**src/rtl/fp_norm_round_pipe.sv**
```systemverilog
// Three-stage normalise-and-round back end for the floating-point adder.
// Stage 1 counts leading zeros, stage 2 shifts and extracts guard/round/sticky, stage 3 rounds and packs.
module fp_norm_round_pipe #(
   parameter int EXP_W = 8,
   parameter int MAN_W = 23,
   parameter int EXTRA = 8
) (
   input  logic                   clk,
   input  logic                   reset_n,
   input  logic                   in_valid,
   output logic                   in_ready,
   input  logic                   in_sign,
   input  logic [EXP_W-1:0]       in_exp,
   input  logic [MAN_W+EXTRA:0]   in_sum,
   input  logic                   in_carry,
   input  logic [1:0]             in_rm,
   input  logic                   in_special,
   input  logic [EXP_W+MAN_W:0]   in_special_word,
   output logic                   out_valid,
   input  logic                   out_ready,
   output logic [EXP_W+MAN_W:0]   out_word,
   output logic                   out_overflow,
   output logic                   out_underflow,
   output logic                   out_inexact
);

   localparam int ALIGN_W = MAN_W + 1 + EXTRA;
   localparam int LZ_W    = $clog2(ALIGN_W + 1);
   // Two spare exponent bits absorb the carry path and the rounding carry before the overflow test.
   localparam int EW      = EXP_W + 2;
   localparam logic [EW-1:0] EXP_MAX = EW'((1 << EXP_W) - 1);
   localparam logic [ALIGN_W-2:0] LOW_MASK = ((ALIGN_W-1)'(1) << (EXTRA - 2)) - (ALIGN_W-1)'(1);

   typedef enum logic [1:0] {
      RM_RNE = 2'd0,
      RM_RTZ = 2'd1,
      RM_RUP = 2'd2,
      RM_RDN = 2'd3
   } rm_t;

   logic advance;

   logic                 s1_valid, s1_sign, s1_carry, s1_special, s1_zero;
   logic [EXP_W-1:0]     s1_exp;
   logic [ALIGN_W-1:0]   s1_sum;
   rm_t                  s1_rm;
   logic [EXP_W+MAN_W:0] s1_special_word;
   logic [LZ_W-1:0]      s1_lzc;

   logic                 s2_valid, s2_sign, s2_special, s2_zero;
   logic                 s2_guard, s2_round, s2_sticky;
   logic [EW-1:0]        s2_exp;
   logic [MAN_W-1:0]     s2_man;
   rm_t                  s2_rm;
   logic [EXP_W+MAN_W:0] s2_special_word;

   logic [LZ_W-1:0]      in_lzc;
   logic                 in_zero;

   logic [EW-1:0]        exp_ext, lzc_ext, n_exp;
   logic [ALIGN_W-2:0]   norm;
   logic                 shift_out;

   logic                 inc, lost, to_inf, ovf;
   logic [EW+MAN_W-1:0]  rounded;
   logic [EW-1:0]        r_exp;
   logic [MAN_W-1:0]     r_man;
   logic [EXP_W+MAN_W:0] n_word;
   logic                 n_ovf, n_unf, n_inx;

   function automatic logic [LZ_W-1:0] lead_zeros(input logic [ALIGN_W-1:0] v);
      logic [LZ_W-1:0] n;
      n = LZ_W'(ALIGN_W);
      for (int i = 0; i < ALIGN_W; i++) begin
         if (v[i]) n = LZ_W'(ALIGN_W - 1 - i);
      end
      return n;
   endfunction

   // A stalled output freezes the whole pipe; bubbles travel like operands.
   assign advance  = ~out_valid | out_ready;
   assign in_ready = advance;

   assign in_lzc  = lead_zeros(in_sum);
   assign in_zero = ~in_carry & ~(|in_sum);

   always_ff @(posedge clk) begin
      if (!reset_n) begin
         s1_valid  <= 1'b0;
         s2_valid  <= 1'b0;
         out_valid <= 1'b0;
      end else if (advance) begin
         s1_valid  <= in_valid;
         s2_valid  <= s1_valid;
         out_valid <= s2_valid;
      end
   end

   always_ff @(posedge clk) begin
      if (advance) begin
         s1_sign         <= in_sign;
         s1_exp          <= in_exp;
         s1_sum          <= in_sum;
         s1_carry        <= in_carry;
         s1_rm           <= rm_t'(in_rm);
         s1_special      <= in_special;
         s1_zero         <= in_zero;
         s1_special_word <= in_special_word;
         s1_lzc          <= in_lzc;
         s2_sign         <= s1_sign;
         s2_exp          <= n_exp;
         s2_man          <= norm[ALIGN_W-2 -: MAN_W];
         s2_guard        <= norm[EXTRA-1];
         s2_round        <= norm[EXTRA-2];
         s2_sticky       <= (|(norm & LOW_MASK)) | shift_out;
         s2_rm           <= s1_rm;
         s2_special      <= s1_special;
         s2_zero         <= s1_zero;
         s2_special_word <= s1_special_word;
      end
   end

   // Left shifts that would drive the exponent below 1 stop at the subnormal scale instead.
   always_comb begin
      exp_ext   = EW'(s1_exp);
      lzc_ext   = EW'(s1_lzc);
      norm      = (ALIGN_W-1)'(s1_sum);
      shift_out = 1'b0;
      n_exp     = '0;
      if (s1_carry) begin
         norm      = s1_sum[ALIGN_W-1:1];
         shift_out = s1_sum[0];
         n_exp     = exp_ext + EW'(1);
      end else if (lzc_ext < exp_ext) begin
         norm  = (ALIGN_W-1)'(s1_sum << s1_lzc);
         n_exp = exp_ext - lzc_ext;
      end else if (s1_exp != '0) begin
         norm  = (ALIGN_W-1)'(s1_sum << (s1_exp - EXP_W'(1)));
         n_exp = '0;
      end
   end

   // Rounding adds into {exponent, mantissa} so a mantissa carry bumps the exponent,
   // which also lifts a subnormal into the smallest normal.
   always_comb begin
      lost = s2_guard | s2_round | s2_sticky;
      inc  = 1'b0;
      case (s2_rm)
         RM_RNE: inc = s2_guard & (s2_round | s2_sticky | s2_man[0]);
         RM_RTZ: inc = 1'b0;
         RM_RUP: inc = ~s2_sign & lost;
         RM_RDN: inc = s2_sign & lost;
         default: inc = 1'b0;
      endcase
      rounded = {s2_exp, s2_man} + (EW+MAN_W)'(inc);
      r_exp   = rounded[EW+MAN_W-1:MAN_W];
      r_man   = rounded[MAN_W-1:0];
      ovf     = (r_exp >= EXP_MAX);
      to_inf  = (s2_rm == RM_RNE) | ((s2_rm == RM_RUP) & ~s2_sign) | ((s2_rm == RM_RDN) & s2_sign);
      n_word  = {s2_sign, r_exp[EXP_W-1:0], r_man};
      n_ovf   = ovf;
      n_inx   = lost | ovf;
      n_unf   = (lost | ovf) & ((r_exp == '0) | (s2_exp == '0));
      if (ovf) begin
         if (to_inf) n_word = {s2_sign, {EXP_W{1'b1}}, {MAN_W{1'b0}}};
         else        n_word = {s2_sign, {(EXP_W-1){1'b1}}, 1'b0, {MAN_W{1'b1}}};
      end
      if (s2_zero) begin
         n_word = {(s2_rm == RM_RDN), {(EXP_W+MAN_W){1'b0}}};
         n_ovf  = 1'b0;
         n_unf  = 1'b0;
         n_inx  = 1'b0;
      end
      if (s2_special) begin
         n_word = s2_special_word;
         n_ovf  = 1'b0;
         n_unf  = 1'b0;
         n_inx  = 1'b0;
      end
   end

   always_ff @(posedge clk) begin
      if (!reset_n) begin
         out_word      <= '0;
         out_overflow  <= 1'b0;
         out_underflow <= 1'b0;
         out_inexact   <= 1'b0;
      end else if (advance && s2_valid) begin
         out_word      <= n_word;
         out_overflow  <= n_ovf;
         out_underflow <= n_unf;
         out_inexact   <= n_inx;
      end
   end

endmodule

```
**config.mk**
```make
export PLATFORM = sky130hd
export DESIGN_NAME = fp_norm_round_pipe
export DESIGN_NICKNAME = d
export VERILOG_FILES = /design/src/rtl/fp_norm_round_pipe.sv
export SDC_FILE = /design/constraint.sdc
export NUM_CORES = 1
export LEC_CHECK = 0
export CORE_ASPECT_RATIO = 1.25
export CORE_MARGIN = 3
export CORE_UTILIZATION = 55
export DETAILED_ROUTE_END_ITERATION = 8
export PLACE_DENSITY_LB_ADDON = 0.2
export SYNTH_ARGS = -nofsm -noshare
export SYNTH_HDL_FRONTEND = slang
export SYNTH_SLANG_ARGS = --single-unit
export TNS_END_PERCENT = 30
```
**constraint.sdc**
```tcl
create_clock -name clk -period 7.8 [get_ports clk]
set_input_delay 1.17 -clock clk [delete_from_list [all_inputs] [get_ports clk]]
set_output_delay 1.17 -clock clk [all_outputs]
set_load 0.01 [all_outputs]
```
# Word-level counts from Yosys, hierarchy flattened
# Cells that the tools add are included.
word_totals:
  wordCells: 123
  output_inout_bits: 37
  input_bits: 81
  ff_bits: 195
op_classes:
  n_bitwise: 21
  n_reduce_logical: 12
  eq_ne: 3
  n_lt_le_gt_ge: 2
  addsub: 4
  n_shift: 2
  muxes: 48
op_table:
  columns: ["cell", "n"]
  rows:
  - ["$mux W31", 4]
  - ["$mux W5", 15]
  - ["$mux W32", 2]
  - ["$add A33 B1 Y33", 1]
  - ["$mux W4", 8]
  - ["$reduce_or A32 Y1", 1]
  - ["$shl A32 B6 Y31", 1]
  - ["$shl A32 B8 Y31", 1]
  - ["$reduce_or A31 Y1", 1]
  - ["$mux W24", 1]
  - ["$logic_not A10 Y1", 2]
  - ["$mux W10", 2]
  - ["$reduce_or A16 Y1", 1]
  - ["$mux W3", 4]
  - ["$ge A10 B8 Y1 const B", 1]
  - ["$or A1 B1 Y1", 10]
  - ["$add A8 B1 Y9 const B", 1]
  - ["$sub A8 B6 Y9", 1]
  - ["$lt A6 B8 Y1", 1]
  - ["$mux W1", 8]
  - ["$reduce_bool A8 Y1", 1]
  - ["$reduce_or A8 Y1", 1]
  - ["$sub A8 B1 Y8 const B", 1]
  - ["$and A1 B1 Y1", 7]
  - ["other kinds (11)", 16]

# Logic depth before layout (Yosys ltp)
# Gate-level depths: netlist of the first run.
logic_depth:
  depth_word: 31
  depth_mapped: 16

# Worst setup path after synthesis of the first run
# Ideal clock, no wire load.
synth_path:
  kind: "in2reg"
  start: "in out_ready"
  end: "reg out_word[28]"
  setup_slack_ns: 0.607
  arrival_ns: 7.058
  t_required_ns: 7.664
  stages: 6
  setup_ns: 0.136
  path_cell_list: "nand2b_1 -> clkbuf_1 -> nand2_2 -> a221oi_1 -> nor2b_1 -> a211oi_1"
synth_via:
  elab_chain_len: 2
synth_rtl:
  columns: ["item", "line_no", "source"]
  rows:
  - ["start, declared", "20", "input logic out_ready,"]
  - ["$or A1 B1 Y1", "81", "assign advance = ~out_valid | out_ready;"]
  - ["via in_ready", "11", "output logic in_ready,"]
  - ["$logic_and A1 B1 Y1", "188", "end else if (advance && s2_valid) begin"]
  - ["end signal, assigned", "189", "out_word <= n_word;"]
  - ["end, declared", "21", "output logic [EXP_W+MAN_W:0] out_word,"]
# The timed path passes the listed nets, and every way through them passes these cells.
# A chain may end at the register's enable or synchronous reset.

# Final worst setup path of the first run
layout_path:
  start: "reg s1_exp[0]"
  end: "reg s2_man[8] (data pin)"
layout_via:
  elab_chain_len: 5
  elab_cells_between_ends: 7
layout_rtl:
  columns: ["item", "line_no", "source"]
  rows:
  - ["start, declared", "44", "logic [EXP_W-1:0] s1_exp;"]
  - ["start signal, assigned", "102", "s1_exp <= in_exp;"]
  - ["$sub A8 B1 Y8", "138", "norm = (ALIGN_W-1)'(s1_sum << (s1_exp - EXP_W'(1)));"]
  - ["$shl A32 B8 Y31", "138", null]
  - ["$mux W31", "137", "end else if (s1_exp != '0) begin"]
  - ["$mux W31 (*)", "134", "end else if (lzc_ext < exp_ext) begin"]
  - ["$mux W31 (*)", "130", "if (s1_carry) begin"]
  - ["via norm[16]", "61", "logic [ALIGN_W-2:0] norm;"]
  - ["end signal, assigned", "112", "s2_man <= norm[ALIGN_W-2 -: MAN_W];"]
  - ["end, declared", "53", "logic [MAN_W-1:0] s2_man;"]
# The timed path passes the listed nets; every way through them passes the cells marked *.

==> run metrics, run 1 <==
status complete, no violations; CTS root buf clkbuf_16; DRC Markers 0; initial antenna violation count 0; Final WS setup 3.41 ns; Tot GR Track Use 0.303; placed cells 1,557; global route total overflow 0; relative slew slack 0.199; WL final 37.7 mm; crit path kind reg2reg; CP Max Fanout 28; postcts setup bufs 0; Skew-Pair Late Insertion Delay 0.45 ns; TritonCTS clock tree done; worst reg2reg path depth 11; final hold violations 0; Post-synth EDFFs 157; Placer Congestion 1.02; final core occ 0.645; flops & latches, synth 195; required time worst endpoint 7.97 ns; CTS Hold Buffers Added 0; # diodes 0; # setup viols final 0; Total Nets Final 1,387; Hold Crit Endpoint s2_special_word[17]; Power Dens Cells 199 nW/um^2; reg-to-reg startpoint s1_exp[0]; first-pass GRT wire length 58.3 mm; Critical Path Start Type flop; Period minus WS final 4.39 ns; final count of pins violating max slew 0; setup_tns 0 ns; largest net degree at the start of global routing 163; Placement Setup Slack 3.46 ns; Port Buffer Count 117; vias 10,500; asr flop ratio synth 0; RSZ-0062 raised after global routing false; met3 usage 0.0479; initial core utilization 0.561; Most Crowded Layer GR met2; RR Endpoint s2_man[8]; Yosys cell types 90; I/O pins 118; Finished Layout Cells 1,589; clk slew on worst S/H paths 0.08 ns; CTS Sinks 195; CTS H-Tree Depth 4; met2 Usage GRT 0.495; die area 24,700 um^2; peak supply drop 153 uV; HPWL after DPL 27.1 mm; Max Cap Viol 0; Post-Route Skew 0.0201 ns; sequential cell area fraction in the yosys report 0.436; clock tree buffer depth 2; GR Util met1 0.389; Slew @ Worst Pin 1.20 ns; Reg2Reg Setup Slack 3.41 ns; Rows 61; Net Count, Synth 1,328; Ys Warns 0; vias in the first global route 10,200; hold path start s1_special_word[17]; Routed WL per cell 23.8 um; Critical Path AT 4.56 ns; layout cell share with drive strength beyond 1 0.123; Max Freq 228 MHz; final critical-path share of the clock period 0.562; die width 141 um; hold depth 0; Top FF cell, synth edfxtp_1; CTS resizes 0; Synth area leader edfxtp_1; synth top area cells edfxtp_1 (38%), mux4_2 (8.1%), dfxtp_1 (6.1%), nand2_1 (5.9%), mux2i_1 (4.4%); cts bufs inserted 17; worst hold path type reg2reg; cells after synthesis 1,234; hold_ws 0.419 ns; antenna viol nets, final 0; Setup crit end kind flop; 1st-pass router iterations 6; Lkg Pwr 5.34 nW; Core Box Area 22,400 um^2; top-area cell type share of the netlist area 0.376; Layout area overhead 14.9%; Cell Area, Synth 12,500 um^2; Mapped Avg Cell Area 10.2 um^2; Die Ht 175 um; Iter 0 DRT Violations 1,293; Vias/cell 6.59
-- cell usage in the layout, fill, tap and decap left out, types with 13 or more instances in the layout --
master and count:
nand2_1 198, edfxtp_1 157, clkdlybuf4s50_1 117, nor2_1 81, a21oi_1 70, nand3_1 59
mux2i_1 55, o21ai_0 53, mux4_2 45, dfxtp_1 38, inv_1 31, nor3_1 24
xnor2_1 22, xor2_1 18, o211ai_2 18, a31oi_1 17, mux2_2 17, clkbuf_16 17
and3_1 16, nor4_1 14, buf_4 14, a221oi_1 13
-- final cells by class --
cell class	count	area, um^2
Multi-Input combinational cell	912	6510
Timing Repair Buffer	132	1300
Clock inverter	15	220
Inverter	35	131
Tap cell	283	354
Clock buffer	17	425
Fill cell	1842	7950
Sequential cell	195	5480
-- cell usage after synthesis (22+ instances only) --
master      n
mux2i_1    55
xnor2_1    22
inv_1      31
nand3_1    59
mux4_2     45
clkbuf_1   55
nor2_1     81
a21oi_1    70
nand2_1   198
edfxtp_1  157
o21ai_0    54
nor3_1     24
dfxtp_1    38
-- sequential cells by signal, indices dropped and copies added (netlist names), 2 cells and up --
| name | flops |
|---|---|
| out_word | 32 |
| s1_exp | 8 |
| s1_lzc | 6 |
| s1_rm | 2 |
| s1_special_word | 32 |
| s1_sum | 32 |
| s2_exp | 10 |
| s2_man | 23 |
| s2_rm | 2 |
| s2_special_word | 32 |
-- kinds of logic (layout without fill, tap and decap cells) --
logic type | count (synthesis) | in the layout | synth area share
simple gates | 458 | 458 | 0.173
compound gates | 281 | 281 | 0.159
flops | 195 | 195 | 0.436
buf+inv | 127 | 199 | 0.0452
mux | 118 | 118 | 0.141
xor+xnor | 42 | 42 | 0.0314
fa+ha+maj | 13 | 13 | 0.0136
-- worst max-delay path, stage by stage, from the launching register on --
cell and delay, ns:
edfxtp_1 0.32, buf_4 0.36, inv_2 0.31, ha_1 0.91, buf_4 0.46, mux2_2 0.40, mux4_2 0.47, mux2i_1 0.15
o21ai_1 0.08, a22o_1 0.24, a221oi_1 0.30, a21oi_1 0.09
-- through the flow --
| stage | total power [W] | area, um^2 |
|---|---|---|
| after global placement | 0.00193 | 13800 |
| after detailed placement | 0.00194 | 13800 |
| final | 0.00287 | 14400 |
| after global routing | 0.00298 | 14400 |
| after floorplan | 0.00172 | 12500 |
| after CTS | 0.00287 | 14400 |
-- worst max-delay path by stage --
stage                         start      endpoint  slack, ns  cells after the start
after CTS                 s1_exp[0]     s2_man[8]       3.47                     11
after global placement    s1_exp[0]     s2_man[8]       3.59                     11
after global routing      s1_exp[0]     s2_man[8]       3.19                     11
after floorplan           out_ready  out_word[28]       0.61                      6
after detailed placement  s1_exp[0]     s2_man[8]       3.46                     11
final                     s1_exp[0]     s2_man[8]       3.41                     11
-- report_power, final --
part | switching [W] | internal [W] | leakage [nW] | total [W]
logic | 0.000339 | 0.000272 | 3.05 | 0.000611
registers | 0.000107 | 0.00121 | 1.98 | 0.00132
clock network | 0.000465 | 0.000474 | 0.311 | 0.000939
-- layer usage --
layer  routed length (um)  part of all wire
met1                14700              0.39
met2                18100              0.48
met3                 2700             0.071
met4                 2200             0.058
met5                    0                 0
Note: power is estimated with default switching activity, not from simulation.
==> run 2, diff against run 1 <==
CORE_UTILIZATION = 53   (was 55)
clock period = 3.85 ns   (was 7.8 ns; I/O delays follow)
==> run metrics, run 2 (synthesized netlist as in run 1, its figures left out) <==
status complete, no violations; Rows 62; Critical Path AT 3.89 ns; Port Buffer Count 117; clk slew on worst S/H paths 0.07 ns; initial core utilization 0.543; Layout area overhead 16.5%; Hold Crit Endpoint s2_special_word[20]; hold depth 0; Tot GR Track Use 0.322; required time worst endpoint 4.18 ns; Lkg Pwr 5.47 nW; Core Box Area 23,100 um^2; Critical Path Start Type flop; first-pass GRT wire length 61.8 mm; cts bufs inserted 17; antenna viol nets, final 0; Net Sw Frac 0.313; largest net degree at the start of global routing 60; peak supply drop 307 uV; TritonCTS clock tree done; final hold violations 0; Die Ht 178 um; Max Freq 281 MHz; WL final 40.6 mm; Setup crit end kind flop; global route total overflow 0; I/O pins 118; worst reg2reg path depth 14; vias 10,600; relative slew slack 0.393; layout cell share with drive strength beyond 1 0.142; Iter 0 DRT Violations 1,127; # setup viols final 0; clock share of power 0.311; CTS Hold Buffers Added 0; Finished Layout Cells 1,623; Placer Congestion 1.00; clock tree buffer depth 2; Reg2Reg Setup Slack 0.29 ns; hold_ws 0.419 ns; die area 25,600 um^2; Max Cap Viol 0; worst hold path type reg2reg; Post-Route Skew 0.0126 ns; Period minus WS final 3.56 ns; 1st-pass router iterations 6; P_int 0.00395 W; placed cells 1,591; final critical-path share of the clock period 0.924; most common cell after layout, fill and taps aside nand2_1; final core occ 0.632; CP Max Fanout 5; die width 144 um; crit path kind reg2reg; P_sw 0.00180 W; Slew @ Worst Pin 0.910 ns; CTS root buf clkbuf_16; logic gate share of total power 0.225; Routed WL per cell 25.0 um; CTS H-Tree Depth 4; vias in the first global route 10,500; reg-to-reg startpoint s2_rm[0]; RR Endpoint out_word[1]; postcts setup bufs 0; hold path start s1_special_word[20]; Skew-Pair Late Insertion Delay 0.45 ns; Total Nets Final 1,416; # diodes 0; fill count 1,917; most frequent cells in the layout nand2_1 (198), edfxtp_1 (157), clkdlybuf4s50_1 (117); HPWL after DPL 30.5 mm; final count of pins violating max slew 0; CTS Sinks 195; initial antenna violation count 0; Power Dens Cells 394 nW/um^2; Vias/cell 6.54; sequential power share 0.464; DRC Markers 0
run 2: cell types whose count changed in the layout (fill, tap and decap cells not counted):
cell,before,now
inv_8,3,4
clkinv_4,1,3
clkinv_8,6,1
inv_12,2,0
o21ai_0,53,54
ha_1,12,11
o21ai_1,2,1
inv_6,2,4
clkinv_2,0,1
buf_4,14,40
ha_2,0,1
buf_12,1,4
clkinv_1,1,2
run 2: how the worst max path moves through the flow:
stage	startpoint	end	slack, ns	cells past startpoint
2_1_floorplan	s1_exp[0]	s2_man[8]	0.35	13
3_3_place_gp	s2_rm[1]	out_word[0]	0.31	14
3_5_place_dp	s2_rm[0]	out_word[14]	0.23	14
4_1_cts	s2_rm[0]	out_word[14]	0.21	14
5_1_grt	s2_rm[1]	out_word[1]	-0.02	14
6_report	s2_rm[0]	out_word[1]	0.29	14
run 2: layer usage:
| layer | up-vias | share of wire | global-route usage |
|---|---|---|---|
| met5 | - | 0 | 0 |
| met4 | 0 | 0.071 | 0.200 |
| met3 | 129 | 0.063 | 0.0416 |
| met2 | 556 | 0.50 | 0.557 |
| met1 | 5085 | 0.37 | 0.378 |
| li1 | 4851 | - | - |
run 2: per-stage QoR:
step                      area, um^2  setup WS, ns  setup TNS, ns  power (W)
after CTS                      14600         0.209              0    0.00575
after global routing           14600       -0.0208        -0.0208    0.00597
after detailed placement       14000         0.226              0    0.00398
after floorplan                12500         0.348              0    0.00347
after global placement         14000         0.310              0    0.00397
final                          14600         0.294              0    0.00575
run 2: critical path, stage by stage (launching register included):
cell and delay (ns):
edfxtp_1 0.42, and2_1 0.19, ha_1 0.27, nor2_1 0.11, nand2_1 0.06, o21ai_0 0.09, ha_2 0.26, ha_1 0.24
inv_1 0.13, or4_1 0.56, nor4_1 0.20, o221ai_1 0.19, o22ai_2 0.24, nor2_1 0.12, a221o_1 0.36
run 2: timing repair:
action | 4_1_cts | 5_1_grt
endpoints found under the setup margin | 0 | 24
gates resized for setup | 0 | 1
hold endpoints to repair | 0 | 0
run 2: power by group through the flow:
stage	Sequential (W)	Clock [W]	Combinational (W)
3_3_place_gp	0.00270	0	0.00127
3_5_place_dp	0.00271	0	0.00127
2_1_floorplan	0.00261	0	0.000868
5_1_grt	0.00268	0.00189	0.00140
6_report	0.00267	0.00179	0.00129
4_1_cts	0.00266	0.00181	0.00128
run 2: area by class of cell:
cell class / instances / area [um^2] / area share
tap: 288 / 360 / 0.0246
sequential: 195 / 5480 / 0.375
clock inverter: 15 / 161 / 0.0110
timing repair buffer: 161 / 1550 / 0.106
multi-input combinational: 912 / 6510 / 0.446
inverter: 35 / 131 / 0.00899
clock buffer: 17 / 425 / 0.0291
==> variant 1: new RTL, flow settings as in run 2 <==
Make the reset (`reset_n`) asynchronous in 2 clocked blocks.
--- a/src/rtl/fp_norm_round_pipe.sv
+++ b/src/rtl/fp_norm_round_pipe.sv
@@ -85,5 +85,5 @@
    assign in_zero = ~in_carry & ~(|in_sum);
 
-   always_ff @(posedge clk) begin
+   always_ff @(posedge clk or negedge reset_n) begin
       if (!reset_n) begin
          s1_valid  <= 1'b0;
@@ -180,5 +180,5 @@
    end
 
-   always_ff @(posedge clk) begin
+   always_ff @(posedge clk or negedge reset_n) begin
       if (!reset_n) begin
          out_word      <= '0;
Function: differs if reset_n is asserted again (counterexample within 4 cycles, from zero or initial values and one cycle with reset_n low); with reset_n held inactive, the same outputs for 4 cycles.
==> variant 1 against run 2 <==
- global-route usage fell by 2.0 points
- core utilization barely moved
- via count fell by 2.0%
- final area rose by 0.32%
- wire length fell by 4.6%
- sequential cell count did not move
- worst setup slack got worse by 0.021 ns
- area after synthesis rose by 0.69%
- critical path type unchanged
- highest routed layer unchanged
Power is not compared: it rests on default switching activity, and its combinational part moved more than twofold at a synthesized area within 25%.
==> variant 1: results (changes against run 2) <==
- Number of synthesized flops with an enable pin: 157 (unchanged)
- Hold_ws: 0.2434 ns (was 0.4189 ns)
- Fraction of area in registers: 38.63% (was 37.45%)
- CTS Root Cell: clkbuf_16 (unchanged)
- Dominant cells by area after synthesis: edfxtp_1, mux4_2, dfrtp_1, nor2_1, nand2_1 (was edfxtp_1, mux4_2, dfxtp_1, nand2_1, mux2i_1)
- First-pass GRT wire length: 57860 um (was 61820 um)
- FF-to-FF setup slack: 0.27 ns (was 0.29 ns)
- Antenna cell count: 1 (was 0)
- YS warnings: 0 (unchanged)
- Fillers: 1895 (was 1917)
- Crit-path max cell delay: 0.40 ns (was 0.56 ns)
- Multi-Input Combinational: 887 (was 912)
- Worst reg-to-reg path cell count: 15 (was 14)
- Clock network area share: 3.677% (was 4.014%)
- Met3 global-route usage: 4.773% (was 4.157%)
- Most frequent cells after synthesis: edfxtp_1, nor2_1, nand2_1 (was nand2_1, edfxtp_1, nor2_1)
- WS Path Type: reg2reg (unchanged)
- Clock sink count: 195 (unchanged)
- Post-CTS Hold Buffers: 0 (unchanged)
- Multi-input logic area: 6387 um^2 (was 6514 um^2)
- Fraction of area in multi-input gates: 43.55% (was 44.56%)
- Starting DRT DRC Count: 1040 (was 1127)
- Unique cell type count in the Yosys netlist: 90 (unchanged)
- CP Max Fanout: 23 (was 5)
- Synth Area per Inst: 10.58 um^2 (was 10.17 um^2)
- Met2 Use GR: 50.25% (was 55.71%)
- HPWL Detailed: 28660 um (was 30530 um)
- Routed length on met2: 18730 um (was 20170 um)
- Async S/R FF share, synth: 19.49% (was 0%)
- Met3 WL post-DR: 2438 um (was 2547 um)
- Worst Hold Class: in2async (was reg2reg)
- Placed Area: 14120 um^2 (was 14030 um^2)
- M1 WL: 14790 um (was 14970 um)
- Pin count of the biggest net entering global routing: 71 (was 60)
- R2r endpoint: out_word[15]$_DFFE_PN0P_ (was out_word[1]$_SDFFE_PN0P_)
- Worst-Margin Slew: 1.203 ns (was 0.9104 ns)
- Initial antenna violation count: 1 (was 0)
- Clock skew: 0.01799 ns (was 0.01263 ns)
- Outcome: complete, no violations (unchanged)
- Wirelength, routed: 38690 um (was 40560 um)
- Routability cong.: 0.9951 (was 1.003)
- Ratio of cells with drive above 1 in the final layout: 14.55% (was 14.16%)
- Register area share after synthesis: 44.85% (was 43.64%)
- Largest delay share family, worst path: simple AND/OR/NAND/NOR gates (unchanged)
- Final #Nets: 1394 (was 1416)
- Worst path slowest cell: edfxtp_1 (was or4_1)
- Pre-Repair DR Iteration Count: 5 (was 6)
- Max Fclk: 279.5 MHz (was 281.2 MHz)
- Pre-CTS WS: 0.2214 ns (was 0.2261 ns)
- Total global-route track usage: 30.21% (was 32.25%)
- M1 GR Usage: 36.71% (was 37.80%)
- Placed cells: 1569 (was 1591)
- Syn_nets: 1288 (was 1328)
- Via density per instance: 6.499 (was 6.544)
- Clock buffer cells: 19 (was 17)
- Via Count: 10411 (was 10621)
- Non-clk bufs: 170 (was 161)
- Non-clock inverters: 29 (was 35)
- Buffering overhead: 10.92% (was 10.61%)
## variant 1: cell types whose count changed after synthesis, moves of 20 or more
cell | before | now
dfrtp_1 | 0 | 38
nor2_1 | 81 | 122
nand2_1 | 198 | 118
nand3_1 | 59 | 32
dfxtp_1 | 38 | 0
o22ai_1 | 8 | 28
## variant 1: worst reg2reg max path, delay by kind of cell, from the launching register on
kind            cells  cell delay (ns)
simple gates        6             1.13
buf+inv             1             0.25
mux                 1             0.34
flops               1             0.40
compound gates      4             0.53
fa+ha+maj           3             0.79
## variant 1: cells by family (layout without fill, tap and decap cells)
family,Yosys count,after routing,synth area share [%]
mux,118,118,14.17
simple gates,413,413,16.09
other cells,0,1,0
compound gates,304,304,16.03
fa+ha+maj,13,13,1.347
buf+inv,112,231,4.754
xor+xnor,39,39,2.764
flops,195,195,44.85
## variant 1: power by group
part | internal, uW | switching, uW
combinational | 1560 | 1890
sequential | 2900 | 541
clock | 854 | 818
==> variant 2: new RTL, settings of run 2 <==
Made on the original files. `MAN_W`: 23 -> 19.
--- a/src/rtl/fp_norm_round_pipe.sv
+++ b/src/rtl/fp_norm_round_pipe.sv
@@ -3,5 +3,5 @@
 module fp_norm_round_pipe #(
    parameter int EXP_W = 8,
-   parameter int MAN_W = 23,
+   parameter int MAN_W = 19,
    parameter int EXTRA = 8
 ) (
Ports: changed (resized in_special_word, in_sum and out_word); port bits go from 118 to 106. The function was not compared with the original's and may differ.
==> variant 2 against run 2 <==
- sequential power down 11%
- synthesized cell count shrank 13%
- core utilization increased by 1.5 points
- count of clock-buffer cells in the layout did not move
- sequential cell count fell by 21
- clock power fell by 6%
- area after synthesis decreased by 14%
- highest routed layer unchanged
- combinational power decreased by 16%
- power shrank 11%
- final area is 13% lower
- critical path depth increased by 1
- worst setup slack worse by 0.028 ns
- wire length down 20%
==> variant 2: results (changes against run 2) <==
- Pin count of the biggest net entering global routing: 78 (was 60)
- Crit-path max cell delay: 0.44 ns (was 0.56 ns)
- Worst path slowest cell: a2111oi_1 (was or4_1)
- Number of synthesized flops with an enable pin: 140 (was 157)
- P_leak: 0.004664 uW (was 0.005474 uW)
- Fraction of area in multi-input gates: 42.97% (was 44.56%)
- FF-to-FF setup slack: 0.27 ns (was 0.29 ns)
- Clock skew: 0.02519 ns (was 0.01263 ns)
- Final #Nets: 1240 (was 1416)
- Buffering overhead: 10.92% (was 10.61%)
- Synth-to-layout area growth: 18.06% (was 16.53%)
- Pre-CTS WS: 0.3380 ns (was 0.2261 ns)
- Routability cong.: 0.9971 (was 1.003)
- Most frequent cells after synthesis: edfxtp_1, nand2_1, a21oi_1 (was nand2_1, edfxtp_1, nor2_1)
- Non-clk bufs: 151 (was 161)
- Final period util: 93.10% (was 92.37%)
- Outcome: complete, no violations (unchanged)
- Max VDD drop: 0.0003449 V (was 0.0003067 V)
- Placed Area: 12210 um^2 (was 14030 um^2)
- Ratio of cells with drive above 1 in the final layout: 12.67% (was 14.16%)
- Routed length on met2: 15770 um (was 20170 um)
- Clk pwr: 1680 uW (was 1790 uW)
- Hold_sp: s1_special_word[0]$_DFFE_PN_ (was s1_special_word[20]$_DFFE_PN_)
- Non-clock inverters: 27 (was 35)
- Clock network area share: 4.512% (was 4.014%)
- Core Rows: 57 (was 62)
- Starting DRT DRC Count: 759 (was 1127)
- Switching share of total power: 30.79% (was 31.28%)
- Dominant cells by area after synthesis: edfxtp_1, mux4_2, dfxtp_1, a21oi_1, nand2_1 (was edfxtp_1, mux4_2, dfxtp_1, nand2_1, mux2i_1)
- Via density per instance: 6.349 (was 6.544)
- Unique cell type count in the Yosys netlist: 75 (was 90)
- Fillers: 1635 (was 1917)
- Total global-route track usage: 28.86% (was 32.25%)
- Port Buffers: 105 (was 117)
- Worst-Margin Slew: 0.9543 ns (was 0.9104 ns)
variant 2: changes by cell type after synthesis, sizes merged, moves of 15 or more:
cell    delta
nand2     -88
a21oi     +26
nand3     -26
mux2i     -18
a21o      +17
edfxtp    -17
o211ai    -15
variant 2: cells by family after synthesis:
family / share of synthesized area [%]
xor+xnor: 3.155
compound gates: 18.69
buf+inv: 4.310
flops: 45.11
mux: 12.26
simple gates: 15.02
fa+ha+maj: 1.456
variant 2: critical path: cells and delay by family (launching register included):
kind,cells,cell delay (ns)
adders and majority gates,3,0.88
AOI/OAI and AO/OA,5,0.99
buffers and inverters,1,0.28
and+or+nand+nor,6,0.88
DFF,1,0.42
variant 2: per-stage QoR:
step                instances  hold WS (ns)
floorplan                1074        0.4003
global placement         1401        0.4015
detailed placement       1401        0.4045
CTS                      1433        0.4161
global route             1433        0.4258
finish                   1433        0.4168
